$ cat src/rtl/vram_stream_pkg.sv
// vram_stream_pkg: states and byte-layout constants shared by the TX streamer and the RX packer
package vram_stream_pkg;
  typedef enum logic [2:0] {IDLE, WAIT_RDY, HDR_HI, HDR_LO, PAYLOAD, GAP} state_t;
  localparam int HDR_BYTES = 2;
  localparam int BYTES_PER_PIXEL = 3;
endpackage

$ cat src/rtl/pix_serializer.sv
// pix_serializer: picks the R/G/B byte of a pixel; byte 0 comes straight from the RAM, later bytes from the hold copy
module pix_serializer (
  input  logic [23:0] hold,
  input  logic [23:0] fresh,
  input  logic [1:0]  idx,
  output logic [7:0]  pix_byte,
  output logic        need_next
);
  logic [23:0] pix;
  // R byte starts a new pixel, so it must bypass the hold register
  always_comb begin
    need_next = idx == 2'd0;
    pix = need_next ? fresh : hold;
    pix_byte = idx == 2'd0 ? pix[23:16] : idx == 2'd1 ? pix[15:8] : pix[7:0];
  end
endmodule

$ cat src/rtl/vram2stream.sv
// vram2stream: reads frame VRAM and emits header+RGB byte packets for the Ethernet TX MAC
module vram2stream
  import vram_stream_pkg::*;
#(
  parameter int FRAME_PIXELS = 19200,
  parameter int PKT_PIXELS = 160,
  parameter int GAP_CYCLES = 12
) (
  input  logic        clk,
  input  logic        xrst,
  input  logic        start,
  input  logic        tx_ready,
  output logic [15:0] ram_addr,
  input  logic [23:0] ram_din,
  output logic [7:0]  data_out,
  output logic        data_en,
  output logic        busy,
  output logic        frame_done
);
  localparam logic [16:0] FRAME = 17'(FRAME_PIXELS);
  localparam logic [16:0] PKT = 17'(PKT_PIXELS);
  localparam logic [1:0] LAST_BYTE = 2'(BYTES_PER_PIXEL - 1);
  localparam logic [31:0] GAP_LAST = 32'(GAP_CYCLES - 1);
  state_t state, nxt;
  logic [16:0] pkt_base, base_n, pix, pix_n, rem, pkt_end, pix_inc;
  logic [1:0] bidx, bidx_n, nidx;
  logic [31:0] gap, gap_n;
  logic [23:0] hold, hold_n;
  logic [15:0] addr_n;
  logic [7:0] out_n, ser_byte;
  logic en_n, busy_n, done_n, ser_new, pkt_last, leave;

  pix_serializer u_ser (
    .hold(hold),
    .fresh(ram_din),
    .idx(nidx),
    .pix_byte(ser_byte),
    .need_next(ser_new)
  );

  // Packet extent (17-bit so a 65536-pixel frame ends cleanly) and next byte index
  always_comb begin
    rem = FRAME - pkt_base;
    pkt_end = pkt_base + (rem < PKT ? rem : PKT);
    pix_inc = pix + 17'd1;
    pkt_last = bidx == LAST_BYTE && pix_inc == pkt_end;
    nidx = state == PAYLOAD && bidx != LAST_BYTE ? bidx + 2'd1 : 2'd0;
  end

  // Packet FSM; the address is always pkt_base from WAIT_RDY, and the next pixel is fetched during G so R follows B
  always_comb begin
    nxt = state;
    base_n = pkt_base;
    pix_n = pix;
    bidx_n = bidx;
    gap_n = gap;
    hold_n = hold;
    addr_n = ram_addr;
    out_n = 8'd0;
    en_n = 1'b0;
    busy_n = busy;
    done_n = 1'b0;
    leave = 1'b0;
    case (state)
      IDLE: if (start) begin
        nxt = WAIT_RDY;
        busy_n = 1'b1;
        base_n = 17'd0;
        addr_n = 16'd0;
      end
      WAIT_RDY: if (tx_ready) begin
        nxt = HDR_HI;
        en_n = 1'b1;
        out_n = pkt_base[15:8];
      end
      HDR_HI: begin
        nxt = HDR_LO;
        en_n = 1'b1;
        out_n = pkt_base[7:0];
        pix_n = pkt_base;
      end
      HDR_LO, PAYLOAD: if (state == PAYLOAD && pkt_last) begin
        nxt = GAP;
        base_n = pkt_end;
        gap_n = 32'd1;
        leave = GAP_CYCLES == 1;
      end else begin
        nxt = PAYLOAD;
        en_n = 1'b1;
        out_n = ser_byte;
        bidx_n = nidx;
        if (ser_new) begin
          hold_n = ram_din;
          pix_n = state == PAYLOAD ? pix_inc : pix;
        end
        if (nidx == 2'd1 && pix_inc < pkt_end) addr_n = pix_inc[15:0];
      end
      GAP: if (gap == GAP_LAST) leave = 1'b1;
        else gap_n = gap + 32'd1;
      default: nxt = IDLE;
    endcase
    if (leave) begin
      if (base_n < FRAME) begin
        nxt = WAIT_RDY;
        addr_n = base_n[15:0];
      end else begin
        nxt = IDLE;
        busy_n = 1'b0;
        done_n = 1'b1;
      end
    end
  end

  // State, counters and registered outputs; reset aborts any packet at once
  always_ff @(posedge clk or negedge xrst)
    if (!xrst) begin
      state <= IDLE;
      pkt_base <= '0;
      pix <= '0;
      bidx <= '0;
      gap <= '0;
      hold <= '0;
      ram_addr <= '0;
      data_out <= '0;
      data_en <= 1'b0;
      busy <= 1'b0;
      frame_done <= 1'b0;
    end else begin
      state <= nxt;
      pkt_base <= base_n;
      pix <= pix_n;
      bidx <= bidx_n;
      gap <= gap_n;
      hold <= hold_n;
      ram_addr <= addr_n;
      data_out <= out_n;
      data_en <= en_n;
      busy <= busy_n;
      frame_done <= done_n;
    end
endmodule

$ cat config.mk
export PLATFORM = sky130hd
export DESIGN_NAME = vram2stream
export DESIGN_NICKNAME = d
export VERILOG_FILES = /design/src/rtl/vram_stream_pkg.sv /design/src/rtl/pix_serializer.sv /design/src/rtl/vram2stream.sv
export SDC_FILE = /design/constraint.sdc
export NUM_CORES = 1
export LEC_CHECK = 0
export BUFFER_PORTS_ARGS = -buffer_cell sky130_fd_sc_hd__buf_2
export CORE_MARGIN = 2
export CORE_UTILIZATION = 66
export DETAILED_ROUTE_END_ITERATION = 16
export GPL_TIMING_DRIVEN = 1
export PLACE_DENSITY_LB_ADDON = 0.08
export SYNTH_ARGS = -nofsm -noshare
export SYNTH_HDL_FRONTEND = slang
export SYNTH_HIERARCHICAL = 1
export SYNTH_SLANG_ARGS = --single-unit
$ cat constraint.sdc
create_clock -name clk -period 14.5 [get_ports clk]
set_input_delay 2.175 -clock clk [delete_from_list [all_inputs] [get_ports clk]]
set_output_delay 2.175 -clock clk [all_outputs]
set_load 0.02 [all_outputs]
==> results of run 1 <==
registers in the layout (all words and copies together), names as in the netlist:
signal      flops
state           3
pkt_base       17
busy            1
data_en         1
bidx            2
gap            32
hold           16
data_out        8
frame_done      1
ram_addr       16
pix            17
per-layer routing:
layer	part of all wire, %	global-route usage (%)	wire (um)
met4	2.7	14.5	551
met2	48	59.0	9840
met5	0	0	0
met1	41	46.2	8420
met3	8.3	7.41	1710
final timing paths:
check / cells past startpoint / startpoint / slack (ns) / endpoint
max in group asynchronous: 2 / xrst / 11.62 / gap[25]
hold / removal: 2 / pix[16] / 0.50 / pix[16]
hold reg to reg: 2 / pix[16] / 0.50 / pix[16]
min in group asynchronous: 1 / xrst / 1.66 / pix[4]
setup / recovery: 31 / pkt_base[1] / 4.93 / ram_addr[10]
setup reg to reg: 31 / pkt_base[1] / 4.93 / ram_addr[10]
power by group:
| part | leakage, nW | internal (W) | switching, W |
|---|---|---|---|
| Combinational | 2.18 | 0.000146 | 0.000239 |
| Clock | 0.318 | 0.000301 | 0.000146 |
| Sequential | 1.53 | 0.000381 | 0.0000511 |
cell type report:
class                   instances  area [um2]
fillers                       751        2590
inverters                      37         139
flip-flops and latches        114        2850
repair buffers                 61         325
well taps                     140         175
clock inverters                 9         149
multi-input cells             636        4170
clock buffers                  23         487
worst max-delay path, delay by kind of cell, from the launching register on:
kind            cells  cell delay (ns)
flops               1             0.47
fa+ha+maj           3             0.96
simple gates       13             4.27
compound gates     12             3.09
xor+xnor            1             0.10
mux                 1             0.40
buf+inv             1             0.15
per-stage QoR:
stage	area [um2]	cells	util, %	worst slack, ns	hold WS [ns]
final	8300	1020	76.2	4.93	0.497
after global routing	8300	1020	76.2	4.30	0.518
after CTS	8300	1020	76.2	5.14	0.503
after detailed placement	7670	988	70.4	5.20	0.491
after global placement	7670	988	70.4	5.56	0.483
after floorplan	7380	842	-	6.69	0.454
==> metrics.txt, run 1 <==
# DRC 0; Syn Inst Count 840; total die area 12,000 um2; maximum number of pins on one net before global-route repair 63; crit-path max FO 14; clock sinks 114; fmax 104 MHz; Crit. End Element flip-flop; GRT Overall Usage 35.8%; CTS buffer count 17; Syn-to-layout area delta 12.6%; Final Hold Viols 0; Post-CTS Resized 0; Final Skew 0.00603 ns; Detail Route Antenna Nets 0; first-pass GRT wire length 32,700 um; Tot Pwr 0.00126 W; IO Pins 55; GP Congestion 1.01; Reg clk slew, reported paths 0.06 ns; crit-path max cell delay 0.61 ns; actual slew at the worst max-slew pin 1.26 ns; Slew Viols, Final 0; synthesized area per cell 8.78 um2; via count 6,688; DRT iter0 DRCs 749; share of cells above drive strength 1 15.8%; RSZ-0062 raised after global routing false; startpoint types flip-flop; # diodes 0; IO Port Bufs 54; DP HPWL 14,500 um; initial antenna violation count 0; setup TNS 0 ns; gr ovfl total 0; drt first pass iters 8; initial core utilization 67.7%; netlist area before placement 7370 um2; # setup viols final 0; most used cell, CP ha_1; # rows 38; vias in the first global route 6,499; number of setup buffers added after CTS 0; Peak VDD IR 118 uV; most frequent cells in the layout dfrtp_1, nor2_1, nand2_1, o21ai_0, buf_2; commonest non-fill, non-tap cell in the layout dfrtp_1; Via density 6.56; max-cap check violation count 0; clk buf depth 2; Final nets 921; DR WL/cell 20.1 um; CP Data Required Time 14.92 ns; CTS HTree Levels 4; relative slew slack 15.7%; Worst Hold Class flip-flop to flip-flop; final period utilization 66.0%; hold buffers post-CTS 0; root buf cell clkbuf_8; Core ar. 10,900 um2; status finished, final reports clean; CTS tree done; clk_lat worst skew 0.54 ns; Crit Path Class flip-flop to flip-flop; slowest CP cell or4_1; Final min period 9.57 ns; die height 110 um; chip width 110 um; Final Routed Wirelength 20,500 um; critical path arrival 10.00 ns; LEAKAGE 4.02 nW; Ys Warns 6; pwr dens 152 nW/um2
No activity file was read; power rests on OpenSTA's default activity.
==> run 2, diff against run 1 <==
- CORE_UTILIZATION: 66 -> 61
- clock period: 14.5 -> 9.9 ns (I/O delays scaled with it)
==> run 2 against run 1 <==
Global-route usage shrank 2.7 points. Count of clock-buffer cells in the layout shrank 3. Critical path depth shrank 4. Hold slack gained 0.0070 ns. Cell area shrank 0.32%. Routed wire length shrank 0.48%. Final cell count grew 0.88%. First-iteration DRC count shrank 18%. Sequential share of layout area grew 0.11 points. Clock skew grew 0.0058 ns. Power grew 41%. Critical endpoint is now ram_addr[2].
==> metrics.txt, run 2 (synthesis gave the netlist of run 1 again) <==
status finished, final reports clean; max-cap check violation count 0 (unchanged); sw power 0.000635 W (+45%); Reg with most FFs gap; clk buf depth 2 (unchanged); critical path arrival 9.30 ns (-0.70 ns); Peak VDD IR 186 uV (+58%); Logic pwr share 31.5% (+1.1 points); Clock Power Share 33.3% (-2.1 points); via count 6,562 (-1.9%); crit-path max cell delay 0.66 ns (+0.05 ns); GRT Overall Usage 33.2% (-2.7 points); drt first pass iters 7 (-1); delay-heaviest family, CP compound AO/OA/AOI/OAI gates; Crit. End Element flip-flop; hold buffers post-CTS 0 (unchanged); CTS HTree Levels 4 (unchanged); # setup viols final 0 (unchanged); IO Port Bufs 54 (unchanged); share of cells above drive strength 1 15.9% (+0.096 points); switch share 35.6% (+1.0 points); maximum number of pins on one net before global-route repair 59 (-6.3%); GP Congestion 0.977 (-3.3%); number of setup buffers added after CTS 0 (unchanged); CTS tree done; Via density 6.38 (-2.7%); initial antenna violation count 1 (+1); Multi-input gate area 4180 um2 (+0.18%); Worst Hold Class flip-flop to flip-flop; Crit Path Class flip-flop to flip-flop; final worst slack 0.904 ns (-4.02 ns); DR WL/cell 19.8 um (-1.3%); Syn-to-layout area delta 12.2%; # rows 40 (+5.3%); startpoint types flip-flop; commonest non-fill, non-tap cell in the layout dfrtp_1; Final min period 9.00 ns (-0.576 ns); most used cell, CP ha_1; Flop pwr share 35.2% (+1.0 points); first-pass GRT wire length 33,500 um (+2.5%); vias in the first global route 6,441 (-0.89%); crit-path max FO 23 (+9); pwr dens 216 nW/um2 (+42%); relative slew slack 22.3% (+6.6 points); FF+latch area 2850 um2 (unchanged); chip width 114 um (+3.9%); # DRC 0 (unchanged); die height 114 um (+3.9%); setup TNS 0 ns (unchanged); Detail Route Antenna Nets 0 (unchanged); RSZ-0062 raised after global routing false; IO Pins 55 (unchanged); DP HPWL 14,600 um (+0.73%); CP Buf/Inv Count 1 (unchanged); Slew Viols, Final 0 (unchanged); LEAKAGE 4.00 nW (-0.67%); number of fillers in the final layout 947 (+26%); CP Data Required Time 10.20 ns (-4.72 ns); slowest CP cell or3_1; Post-CTS Resized 0 (unchanged); clock sinks 114 (unchanged); Final Hold Viols 0 (unchanged); Reg clk slew, reported paths 0.05 ns (about the same); DRT iter0 DRCs 612 (-18%); total die area 13,000 um2 (+7.9%); Int Pwr 0.00115 W (+39%); fmax 111 MHz (+6.4%); gr ovfl total 0 (unchanged); most frequent cells in the layout dfrtp_1, nor2_1, nand2_1, o21ai_0, buf_2; clk_lat worst skew 0.43 ns (-0.11 ns); final period utilization 90.9% (+25 points); top flop regs gap: 32 flops, pix: 17 flops, pkt_base: 17 flops; Final nets 924 (+0.33%); max reg flops 32 (unchanged); initial core utilization 61.9% (-5.8 points); Core ar. 11,900 um2 (+9.4%); Final Skew 0.0118 ns (+0.00579 ns); actual slew at the worst max-slew pin 1.16 ns (-0.102 ns); post-place setup slack 0.859 ns (-4.34 ns); Final Routed Wirelength 20,400 um (-0.48%); CTS buffer count 17 (unchanged); root buf cell clkbuf_16
## run 2: cell count changes in the layout (fill, tap and decap cells not counted), sizes merged
| cell | change |
|---|---|
| clkinvlp | +3 |
| buf | +3 |
| clkbuf | -3 |
| bufinv | -2 |
| clkinv | +1 |
| inv | -1 |
| diode | +1 |
## run 2: power groups by stage
stage	combinational (W)	clock [W]	sequential (W)
after floorplan	0.000372	0	0.000648
after global placement	0.000541	0	0.000628
after detailed placement	0.000556	0	0.000635
after CTS	0.000559	0.000599	0.000628
after global routing	0.000617	0.000615	0.000641
final	0.000562	0.000594	0.000629
## run 2: stage by stage
| stage | hold slack, ns | power [W] | util [%] | cells | cell area (um2) |
|---|---|---|---|---|---|
| floorplan | 0.454 | 0.00102 | - | 842 | 7380 |
| global placement | 0.466 | 0.00117 | 64.6 | 998 | 7700 |
| detailed placement | 0.496 | 0.00119 | 64.6 | 998 | 7700 |
| CTS | 0.508 | 0.00179 | 69.4 | 1028 | 8270 |
| global route | 0.515 | 0.00187 | 69.5 | 1028 | 8270 |
| finish | 0.504 | 0.00179 | 69.5 | 1029 | 8280 |
## run 2: path summary, 6_finish.rpt
kind / start / endpoint / slack [ns] / depth (start not counted)
max: pkt_base[1] / ram_addr[2] / 0.90 / 27
min: hold[3] / hold[3] / 0.50 / 1
max reg2reg: pkt_base[1] / ram_addr[2] / 0.90 / 27
min reg2reg: hold[3] / hold[3] / 0.50 / 1
max in group asynchronous: xrst / gap[10] / 7.57 / 2
min in group asynchronous: xrst / pix[4] / 1.12 / 1
## run 2: layer usage
layer | vias to the layer above | global-route usage, % | part of all wire [%]
met1 | 3146 | 44.9 | 44
met2 | 314 | 52.7 | 46
met4 | 0 | 11.8 | 2.3
met3 | 46 | 7.33 | 7.6
li1 | 3056 | - | -
met5 | - | 0 | 0
## run 2: final cells by class
type / instances / share of cell area, %
clock inverter: 10 / 1.35
sequential: 114 / 34.5
clock buffer: 20 / 5.52
timing repair buffer: 64 / 4.20
antenna: 1 / 0.0302
multi-input combinational: 636 / 50.5
tap: 147 / 2.22
inverter: 37 / 1.68
==> run 3, diff against run 2 <==
- ABC_AREA: not set -> 1
- CORE_UTILIZATION: 61 -> 62
- GPL_ROUTABILITY_DRIVEN: not set -> 0
==> run 3 against run 2 <==
Clock power is 6.6% higher. Register-to-register slack improved by 2.2 ns. Power increased by 8.4%. Via count up 26%. Sequential power increased by 3%. Critical path depth up 14. Synthesized area increased by 11%. Die area rose by 8.4%. Flip-flop and latch count unchanged. Critical endpoint is now ram_addr[0].
==> metrics.txt, run 3 <==
status finished, final reports clean; pwr dens 212 nW/um2 (-1.9%); die height 119 um (+4.1%); Slew Viols, Final 0 (unchanged); Reg clk slew, reported paths 0.05 ns (about the same); sw power 0.000733 W (+15%); Final Skew 0.00805 ns (-0.00377 ns); clk buf depth 2 (unchanged); Post-CTS Resized 0 (unchanged); Core ar. 12,700 um2 (+6.8%); Final Hold Viols 0 (unchanged); Via density 5.96 (-6.5%); Crit. End Element flip-flop; Worst Hold Class flip-flop to flip-flop; drt first pass iters 7 (unchanged); CTS buffer count 17 (unchanged); clk_lat worst skew 0.43 ns (about the same); Syn Inst Count 1,147 (+37%); number of setup buffers added after CTS 0 (unchanged); Int Pwr 0.00120 W (+4.6%); synthesized area per cell 7.11 um2 (-19%); fmax 148 MHz (+33%); share of cells above drive strength 1 14.3% (-1.6 points); maximum number of pins on one net before global-route repair 66 (+12%); netlist area before placement 8150 um2 (+11%); Peak VDD IR 169 uV (-9.1%); # DRC 0 (unchanged); Final min period 6.75 ns (-2.25 ns); # rows 41 (+2.5%); vias in the first global route 7,753 (+20%); most frequent cells in the layout nand2_1, inv_1, dfrtp_1, nor2_1, nand3_1; initial antenna violation count 0 (-1); crit-path max cell delay 0.66 ns (about the same); post-place setup slack 3.36 ns (+2.50 ns); most used cell, CP nand2_1; crit-path max FO 18 (-22%); RSZ-0062 raised after global routing false; final period utilization 68.2% (-23 points); # setup viols final 0 (unchanged); max-cap check violation count 0 (unchanged); initial core utilization 64.1% (+2.2 points); CTS HTree Levels 4 (unchanged); # diodes 0 (-1); Flop pwr share 33.4% (-1.8 points); LEAKAGE 4.57 nW (+14%); CP Data Required Time 10.21 ns (about the same); total die area 14,100 um2 (+8.4%); setup TNS 0 ns (unchanged); slowest CP cell nor2_1; Ys Warns 6 (unchanged); gr ovfl total 0 (unchanged); Reg2Reg Setup Slack 3.15 ns (+2.25 ns); Crit Path Class flip-flop to flip-flop; dpl cells 1,355 (+36%); Reg with most FFs gap; chip width 119 um (+4.1%); clock sinks 114 (unchanged); final non-filler cell total 1,387 (+35%); startpoint types flip-flop; Logic pwr share 33.9% (+2.4 points); via count 8,272 (+26%); final worst slack 3.15 ns (+2.25 ns); IO Pins 55 (unchanged); DR WL/cell 16.9 um (-15%); Detail Route Antenna Nets 0 (unchanged); hold buffers post-CTS 0 (unchanged); DP HPWL 17,300 um (+18%); CTS tree done; switch share 37.9% (+2.3 points); top flop regs gap: 32 flops, pix: 17 flops, pkt_base: 17 flops; GRT Overall Usage 34.4% (+1.2 points); final core utilization 71.9% (+2.4 points); DRT iter0 DRCs 839 (+37%); first-pass GRT wire length 38,400 um (+15%); IO Port Bufs 54 (unchanged); commonest non-fill, non-tap cell in the layout nand2_1; Final nets 1,256 (+36%); root buf cell clkbuf_16; actual slew at the worst max-slew pin 0.874 ns (-0.288 ns); max reg flops 32 (unchanged); critical path arrival 7.06 ns (-2.24 ns); Clock Power Share 32.7% (-0.6 points); Final Routed Wirelength 23,400 um (+15%); Syn-to-layout area delta 12.2% (about the same); relative slew slack 41.7% (+19 points)
## run 3: final timing paths
kind | from | endpoint | cells past startpoint
setup / recovery | pkt_base[1] | ram_addr[0] | 41
hold / removal | bidx[1] | bidx[1] | 1
setup reg to reg | pkt_base[1] | ram_addr[0] | 41
hold reg to reg | bidx[1] | bidx[1] | 1
max in group asynchronous | xrst | data_out[0] | 2
min in group asynchronous | xrst | data_out[6] | 1
## run 3: critical path, delay by kind of cell (launching register included)
family	cells	cell delay, ns
DFF	1	0.40
and+or+nand+nor	33	4.54
adders and majority gates	3	0.79
AOI/OAI and AO/OA	2	0.26
buffers and inverters	3	0.64
## run 3: power by group through the flow
stage	combinational [W]	sequential, W	clock [W]
after floorplan	0.000439	0.000677	0
after global placement	0.000630	0.000649	0
after detailed placement	0.000643	0.000651	0
after CTS	0.000650	0.000645	0.000635
after global routing	0.000733	0.000660	0.000659
final	0.000656	0.000647	0.000633
## run 3: layout make-up
type | count | area (um2)
multi-input cells | 868 | 4620
fillers | 1110 | 3580
flip-flops and latches | 114 | 2850
inverters | 141 | 532
clock buffers | 23 | 478
repair buffers | 60 | 318
well taps | 172 | 215
clock inverters | 9 | 129
## run 3: layer usage
layer	up-vias	share of wire (%)	track usage, %
met5	-	0	0
met4	0	4.4	16.7
met3	82	8.2	7.34
met2	416	47	55.9
met1	3821	40	43.4
li1	3953	-	-
## run 3: per-stage QoR
stage	hold slack (ns)	cell area, um2	power [W]
after detailed placement	0.480	8540	0.00129
final	0.488	9150	0.00194
after global routing	0.531	9150	0.00205
after global placement	0.485	8540	0.00128
after CTS	0.492	9150	0.00193
after floorplan	0.458	8160	0.00112
